File: src/rtl/fifo_rd_stream_if.sv
// fifo_rd_stream_if: FIFO pop port plus valid/ready output stream of the read drain stage.
interface fifo_rd_stream_if #(
    parameter int DATA_WIDTH = 8
) ();
    logic                  fifo_empty_i;
    logic [DATA_WIDTH-1:0] fifo_rdata_i;
    logic                  fifo_rdEn_o;
    logic                  m_valid_o;
    logic                  m_ready_i;
    logic [DATA_WIDTH-1:0] m_data_o;
    modport master (
        input  fifo_empty_i, fifo_rdata_i, m_ready_i,
        output fifo_rdEn_o, m_valid_o, m_data_o
    );
    modport slave (
        output fifo_empty_i, fifo_rdata_i, m_ready_i,
        input  fifo_rdEn_o, m_valid_o, m_data_o
    );
endinterface

File: src/rtl/fifo_rd_stream.sv
// fifo_rd_stream: drains the dual-clock FIFO into a valid/ready stream via a 2-entry skid buffer.
// Optional statistics counters are enabled with `define RD_STATS_EN.
module fifo_rd_stream #(
    parameter int DATA_WIDTH = 8
`ifdef RD_STATS_EN
    , parameter int CNT_WIDTH = 16
`endif
) (
    input  logic             rd_clk,
    input  logic             rst_n,
    input  logic             flush_i,
    fifo_rd_stream_if.master bus,
    output logic [1:0]       occ_o
`ifdef RD_STATS_EN
    , output logic [CNT_WIDTH-1:0] pop_cnt_o,
    output logic [CNT_WIDTH-1:0] stall_cnt_o
`endif
);
    logic                  inflight;
    logic                  xfer;
    logic [1:0]            credit;
    logic [DATA_WIDTH-1:0] buf0;
    logic [DATA_WIDTH-1:0] buf1;
    assign bus.m_valid_o = occ_o != 2'd0;
    assign bus.m_data_o  = buf0;
    assign xfer          = bus.m_valid_o & bus.m_ready_i;
    // Words held or arriving after this cycle's transfer; doubles as next occupancy.
    assign credit          = occ_o + {1'b0, inflight} - {1'b0, xfer};
    assign bus.fifo_rdEn_o = rst_n & !bus.fifo_empty_i & !flush_i & !credit[1];
    always_ff @(posedge rd_clk or negedge rst_n) begin
        if (!rst_n) begin
            occ_o    <= 2'd0;
            inflight <= 1'b0;
            buf0     <= '0;
            buf1     <= '0;
        end else begin
            inflight <= bus.fifo_rdEn_o;
            if (flush_i) begin
                occ_o <= 2'd0;
            end else begin
                occ_o <= credit;
                if (xfer)
                    buf0 <= (occ_o == 2'd2) ? buf1 : bus.fifo_rdata_i;
                else if (inflight && occ_o == 2'd0)
                    buf0 <= bus.fifo_rdata_i;
                // The second slot only matters at occupancy 2, so it may always take the arriving word.
                if (inflight)
                    buf1 <= bus.fifo_rdata_i;
            end
        end
    end
`ifdef RD_STATS_EN
    localparam logic [CNT_WIDTH-1:0] ONE = {{(CNT_WIDTH-1){1'b0}}, 1'b1};
    always_ff @(posedge rd_clk or negedge rst_n) begin
        if (!rst_n) begin
            pop_cnt_o   <= '0;
            stall_cnt_o <= '0;
        end else begin
            if (bus.fifo_rdEn_o && !(&pop_cnt_o))
                pop_cnt_o <= pop_cnt_o + ONE;
            if (bus.m_valid_o && !bus.m_ready_i && !(&stall_cnt_o))
                stall_cnt_o <= stall_cnt_o + ONE;
        end
    end
`endif
endmodule

File: src/flat_wrapper.sv
// flat-port wrapper written by rule: the top's interface ports become plain ports
module fifo_rd_stream_flat 
#(
    parameter int DATA_WIDTH = 8

)
  (rd_clk, rst_n, flush_i, occ_o, bus_fifo_empty_i, bus_fifo_rdata_i, bus_m_ready_i, bus_fifo_rdEn_o, bus_m_valid_o, bus_m_data_o);
  fifo_rd_stream_if #(.DATA_WIDTH(DATA_WIDTH)) bus_i ();
  input  logic rd_clk;
  input  logic rst_n;
  input  logic flush_i;
  output logic [1:0] occ_o;
  input wire logic [$bits(bus_i.fifo_empty_i)-1:0] bus_fifo_empty_i;
  input wire logic [$bits(bus_i.fifo_rdata_i)-1:0] bus_fifo_rdata_i;
  input wire logic [$bits(bus_i.m_ready_i)-1:0] bus_m_ready_i;
  output wire logic [$bits(bus_i.fifo_rdEn_o)-1:0] bus_fifo_rdEn_o;
  output wire logic [$bits(bus_i.m_valid_o)-1:0] bus_m_valid_o;
  output wire logic [$bits(bus_i.m_data_o)-1:0] bus_m_data_o;
  assign bus_i.fifo_empty_i = bus_fifo_empty_i;
  assign bus_i.fifo_rdata_i = bus_fifo_rdata_i;
  assign bus_i.m_ready_i = bus_m_ready_i;
  assign bus_fifo_rdEn_o = bus_i.fifo_rdEn_o;
  assign bus_m_valid_o = bus_i.m_valid_o;
  assign bus_m_data_o = bus_i.m_data_o;
  fifo_rd_stream #(.DATA_WIDTH(DATA_WIDTH)) u_core (.rd_clk(rd_clk), .rst_n(rst_n), .flush_i(flush_i), .bus(bus_i), .occ_o(occ_o));
endmodule
File: config.mk
export PLATFORM = sky130hd
export DESIGN_NAME = fifo_rd_stream_flat
export DESIGN_NICKNAME = d
export VERILOG_FILES = /design/src/rtl/fifo_rd_stream_if.sv /design/src/rtl/fifo_rd_stream.sv /design/src/flat_wrapper.sv
export SDC_FILE = /design/constraint.sdc
export NUM_CORES = 1
export LEC_CHECK = 0
export BUFFER_PORTS_ARGS = -buffer_cell sky130_fd_sc_hd__buf_2
export CAP_MARGIN = 20
export CORE_AREA = 2 2 45 47
export CTS_CLUSTER_SIZE = 25
export DETAILED_ROUTE_END_ITERATION = 8
export DIE_AREA = 0 0 47 49
export GPL_TIMING_DRIVEN = 0
export PLACE_DENSITY = 0.87
export SLEW_MARGIN = 15
export SYNTH_ARGS = -nofsm -noshare
export SYNTH_HDL_FRONTEND = slang
export SYNTH_SLANG_ARGS = --single-unit
File: constraint.sdc
create_clock -name rd_clk -period 4.4 [get_ports rd_clk]
set_input_delay 0.88 -clock rd_clk [delete_from_list [all_inputs] [get_ports rd_clk]]
set_output_delay 0.88 -clock rd_clk [all_outputs]
set_load 0.01 [all_outputs]
Word level (Yosys, flattened, before mapping)
Index checks and enable logic that the tools add are counted.
- eq/ne operators: 1
- reductions and logical operators: 9
- $add $sub $neg: 2
- multiplexer cells: 4
- bitwise operators: 5
- operators by type and width (kind ; number):
    $mux W8 ; 3
    $and A1 B1 Y1 ; 4
    $reduce_and A2 Y1 ; 2
    $reduce_bool A2 Y1 ; 2
    $logic_not A1 Y1 ; 3
    $add A2 B1 Y2 ; 1
    $eq A2 B2 Y1 const B ; 1
    $logic_not A2 Y1 ; 1
    $mux W2 ; 1
    $sub A2 B1 Y2 ; 1
    $logic_and A1 B1 Y1 ; 1
    $not A1 Y1 ; 1
- output and inout port bits: 12
- word-level logic and storage cells: 25
- bits of input ports: 13
- register bits after elaboration: 19

Logic depth before layout (Yosys ltp)
- word-level depth: 5
- depth in mapped cells: 7
- depth with buffers taken out: 7

Least setup slack after synthesis
No wires, ideal clock.
- path kind: input port to output port
- start point: input port bus_m_ready_i
- end point: output port bus_fifo_rdEn_o
- cell stages on the path: 7
- arrival time: 2.252 ns
- path slack: 1.268 ns
- path buffers: 0
- required time: 3.520 ns
- cell sequence: o21a_2 > ha_1 > inv_1 > ha_1 > xnor2_1 > xnor2_1 > nor4b_1
- longest elaborated chain between the ends: 4
- RTL lines (element ; line ; RTL):
    from (decl) ; flat_wrapper.sv:15 ; input wire logic [$bits(bus_i.m_ready_i)-1:0] bus_m_ready_i;
    $and A1 B1 Y1 ; fifo_rd_stream.sv:26 ; assign xfer = bus.m_valid_o & bus.m_ready_i;
    $sub A2 B1 Y2 ; fifo_rd_stream.sv:28 ; assign credit = occ_o + {1'b0, inflight} - {1'b0, xfer};
    $logic_not A1 Y1 ; fifo_rd_stream.sv:29 ; assign bus.fifo_rdEn_o = rst_n & !bus.fifo_empty_i & !flush_i & !credit[1];
    $and A1 B1 Y1 ; fifo_rd_stream.sv:29 ;
    to (decl) ; flat_wrapper.sv:16 ; output wire logic [$bits(bus_i.fifo_rdEn_o)-1:0] bus_fifo_rdEn_o;
No other way between the ends.

Worst setup path in the final report
Same ends and word-level chain as after synthesis.

==> summary.md <==
| Metric | Value |
|---|---|
| Startpoint types | `primary input` |
| Power per standard cell area | `570 nW/µm²` |
| Final WL | `1500 µm` |
| Cell count after synthesis | `60` |
| Wire length per cell | `13.1 µm` |
| Worst clock skew | `0.00176 ns` |
| Synthesized area | `913 µm²` |
| Endpoints failing hold | `0` |
| Count of different cell masters after synthesis | `17` |
| Crit-path cells | `buf_2 -> o21a_2 -> ha_1 -> inv_1 -> ha_1 -> xnor2_1 -> xnor2_1 -> nor4b_1 -> buf_2` |
| GRT Total Usage | `14.9%` |
| Final setup viols | `0` |
| Min-Delay Path Class | `register to register` |
| Max-cap viol count | `0` |
| Gpl congestion | `0.662` |
| Final Max Slew Viols | `0` |
| Clk root buf | `clkbuf_4` |
| Total gr overflow | `0` |
| Critical path required time | `3.52 ns` |
| Placement Cell Area | `1070 µm²` |
| CORE AREA | `1840 µm²` |
| Die Wd | `47 µm` |
| Floorplan die height | `49 µm` |
| DRC errors left | `0` |
| Via density per instance | `4.82` |
| Worst Path Arrival | `2.43 ns` |
| Worst path top cell family by delay | `adder cells` |
| # Post-CTS Setup Buffers | `0` |
| Min Tclk post-route | `3.31 ns` |
| Antenna Diode Count | `0` |
| Clock sinks | `19` |
| Cell Rows | `16` |
| Post-route setup TNS | `0 ns` |
| Htree depth | `1` |
| Ys Warns | `0` |
| CTS Buf Count | `3` |
| CTS resizes | `0` |
| Leak pwr | `0.538 nW` |
| Sequential share of the synthesized area | `52.1%` |
| # nets final | `104` |
| Least-Margin Pin Slew | `0.427 ns` |
| Worst slew margin | `71.6%` |
| Min Hold Slack | `0.499 ns` |
| Unrepaired setup endpoints after global routing | `no` |
| Layout area overhead | `19.9%` |
| Vias post-DR | `554` |
| Clk Latency, worst-skew pair | `0.29 ns` |
| Crit. End Element | `output pin` |
| Largest net degree at the start of global routing | `21` |
| DR iter-0 viols | `4` |
| Drt pass-1 iters | `3` |
| Detailed-placement wirelength estimate | `1100 µm` |
| CP max FO | `2` |
| Fmax | `302 MHz` |
| Critical path class | `primary input to output pin` |
| Fin area | `1090 µm²` |
| CTS Hold Buffers Added | `0` |
| Run status | `complete, no violations` |
| I/O pin cnt | `25` |
| First-pass GRT wire length | `2420 µm` |
| Clk slew on worst S/H paths | `0.10 ns` |
| Share of cells above drive strength 1 | `55.7%` |
| Slowest stage delay, CP | `0.36 ns` |
| # port buffers | `24` |
| Fin worst setup slack | `1.09 ns` |
| Post-route clock period utilization | `75.2%` |
| Peak supply drop | `277 µV` |
| CP Buf/Inv Count | `3` |
| Vias in the first global route | `545` |
| Post-Syn Area per Cell | `15.2 µm²` |
| Slowest CP cell | `nor4b_1` |
| Final ANT Viol Nets | `0` |
| Initial antenna violation count | `0` |
| Yosys reg bits | `19` |
| Longest Clk Path Bufs | `2` |
| Dpl ws | `1.08 ns` |
| CTS tree | `done` |
| Initial Utilization | `49.6%` |
| Syn nets | `75` |
| DIE AREA | `2300 µm²` |
-- flip-flops by register name, summed over array words and instances, names as in the netlist --
name	cells
u_core.buf1	8
u_core.bus.m_data_o	8
u_core.inflight	1
u_core.occ_o	2
-- where the power goes --
part           switching, mW  internal [mW]  leakage (nW)
combinational         0.0945          0.145         0.288
clock                 0.0510         0.0338        0.0177
sequential            0.0447          0.254         0.232
total                  0.190          0.433         0.538
-- stage by stage --
| step | power, mW | util, % | instances |
|---|---|---|---|
| global placement | 0.532 | 57.9 | 111 |
| CTS | 0.635 | 59.4 | 115 |
| global route | 0.671 | 59.4 | 115 |
| detailed placement | 0.545 | 57.9 | 111 |
| floorplan | 0.462 | - | 60 |
| finish | 0.624 | 59.4 | 115 |
-- synth_stat cells --
master    number  share of area [%]
nor3b_1        1               0.82
mux2_4         8                 13
buf_6          1                1.2
xnor2_1        2                1.9
dfrtp_1       19                 52
ha_1           2                2.7
o21ba_2        1                1.1
mux2_1         8                9.9
nand3b_2       1                1.2
inv_1          2               0.82
buf_2          1               0.55
nor4b_1        1               0.96
or2_1          1               0.69
o21a_2         1               0.96
nand2b_1       1               0.69
nor2b_1        2                1.4
mux2_2         8                9.9
-- area by class of cell --
class	instances	area (µm²)
clock inverters	1	5.00
repair buffers	24	120
well taps	27	33.8
plain buffers	2	16.3
fillers	169	747
multi-input cells	37	414
flip-flops and latches	19	475
clock buffers	3	22.5
inverters	2	7.51
-- logic make-up after synthesis --
kind of cell / synth area share [%]
buf+inv: 2.60
fa+ha+maj: 2.74
flops: 52.1
simple gates: 5.75
compound gates: 2.06
xor+xnor: 1.92
mux: 32.9
-- cell usage in the layout, fill, tap and decap left out --
cell and count:
mux2_4 8, nor2b_1 2, nor3b_1 1, clkbuf_4 3
nand2b_1 1, nand3b_2 1, mux2_2 8, dfrtp_1 19
o21a_2 1, mux2_1 8, or2_1 1, o21ba_2 1
clkinv_2 1, buf_6 1, buf_2 25, xnor2_1 2
inv_1 2, nor4b_1 1, ha_1 2
-- worst paths after layout --
path / start / endpoint / slack [ns] / cells past startpoint
setup / recovery: bus_m_ready_i / bus_fifo_rdEn_o / 1.09 / 9
hold / removal: u_core.buf1[1]$_DFFE_PN0P_ / u_core.buf1[1]$_DFFE_PN0P_ / 0.50 / 1
setup reg to reg: u_core.occ_o[1]$_DFF_PN0_ / u_core.inflight$_DFF_PN0_ / 2.46 / 7
hold reg to reg: u_core.buf1[1]$_DFFE_PN0P_ / u_core.buf1[1]$_DFFE_PN0P_ / 0.50 / 1
max in group asynchronous: rst_n / u_core.occ_o[0]$_DFF_PN0_ / 3.60 / 1
min in group asynchronous: rst_n / u_core.buf1[1]$_DFFE_PN0P_ / 0.51 / 1
-- metal layers --
metal	vias up	global-route usage, %	wire length [µm]
met5	-	0	0
met4	0	5.56	10
met3	2	3.33	76
met2	17	21.9	689
met1	268	21.2	725
li1	267	-	-
No activity file was read; power rests on OpenSTA's default activity.
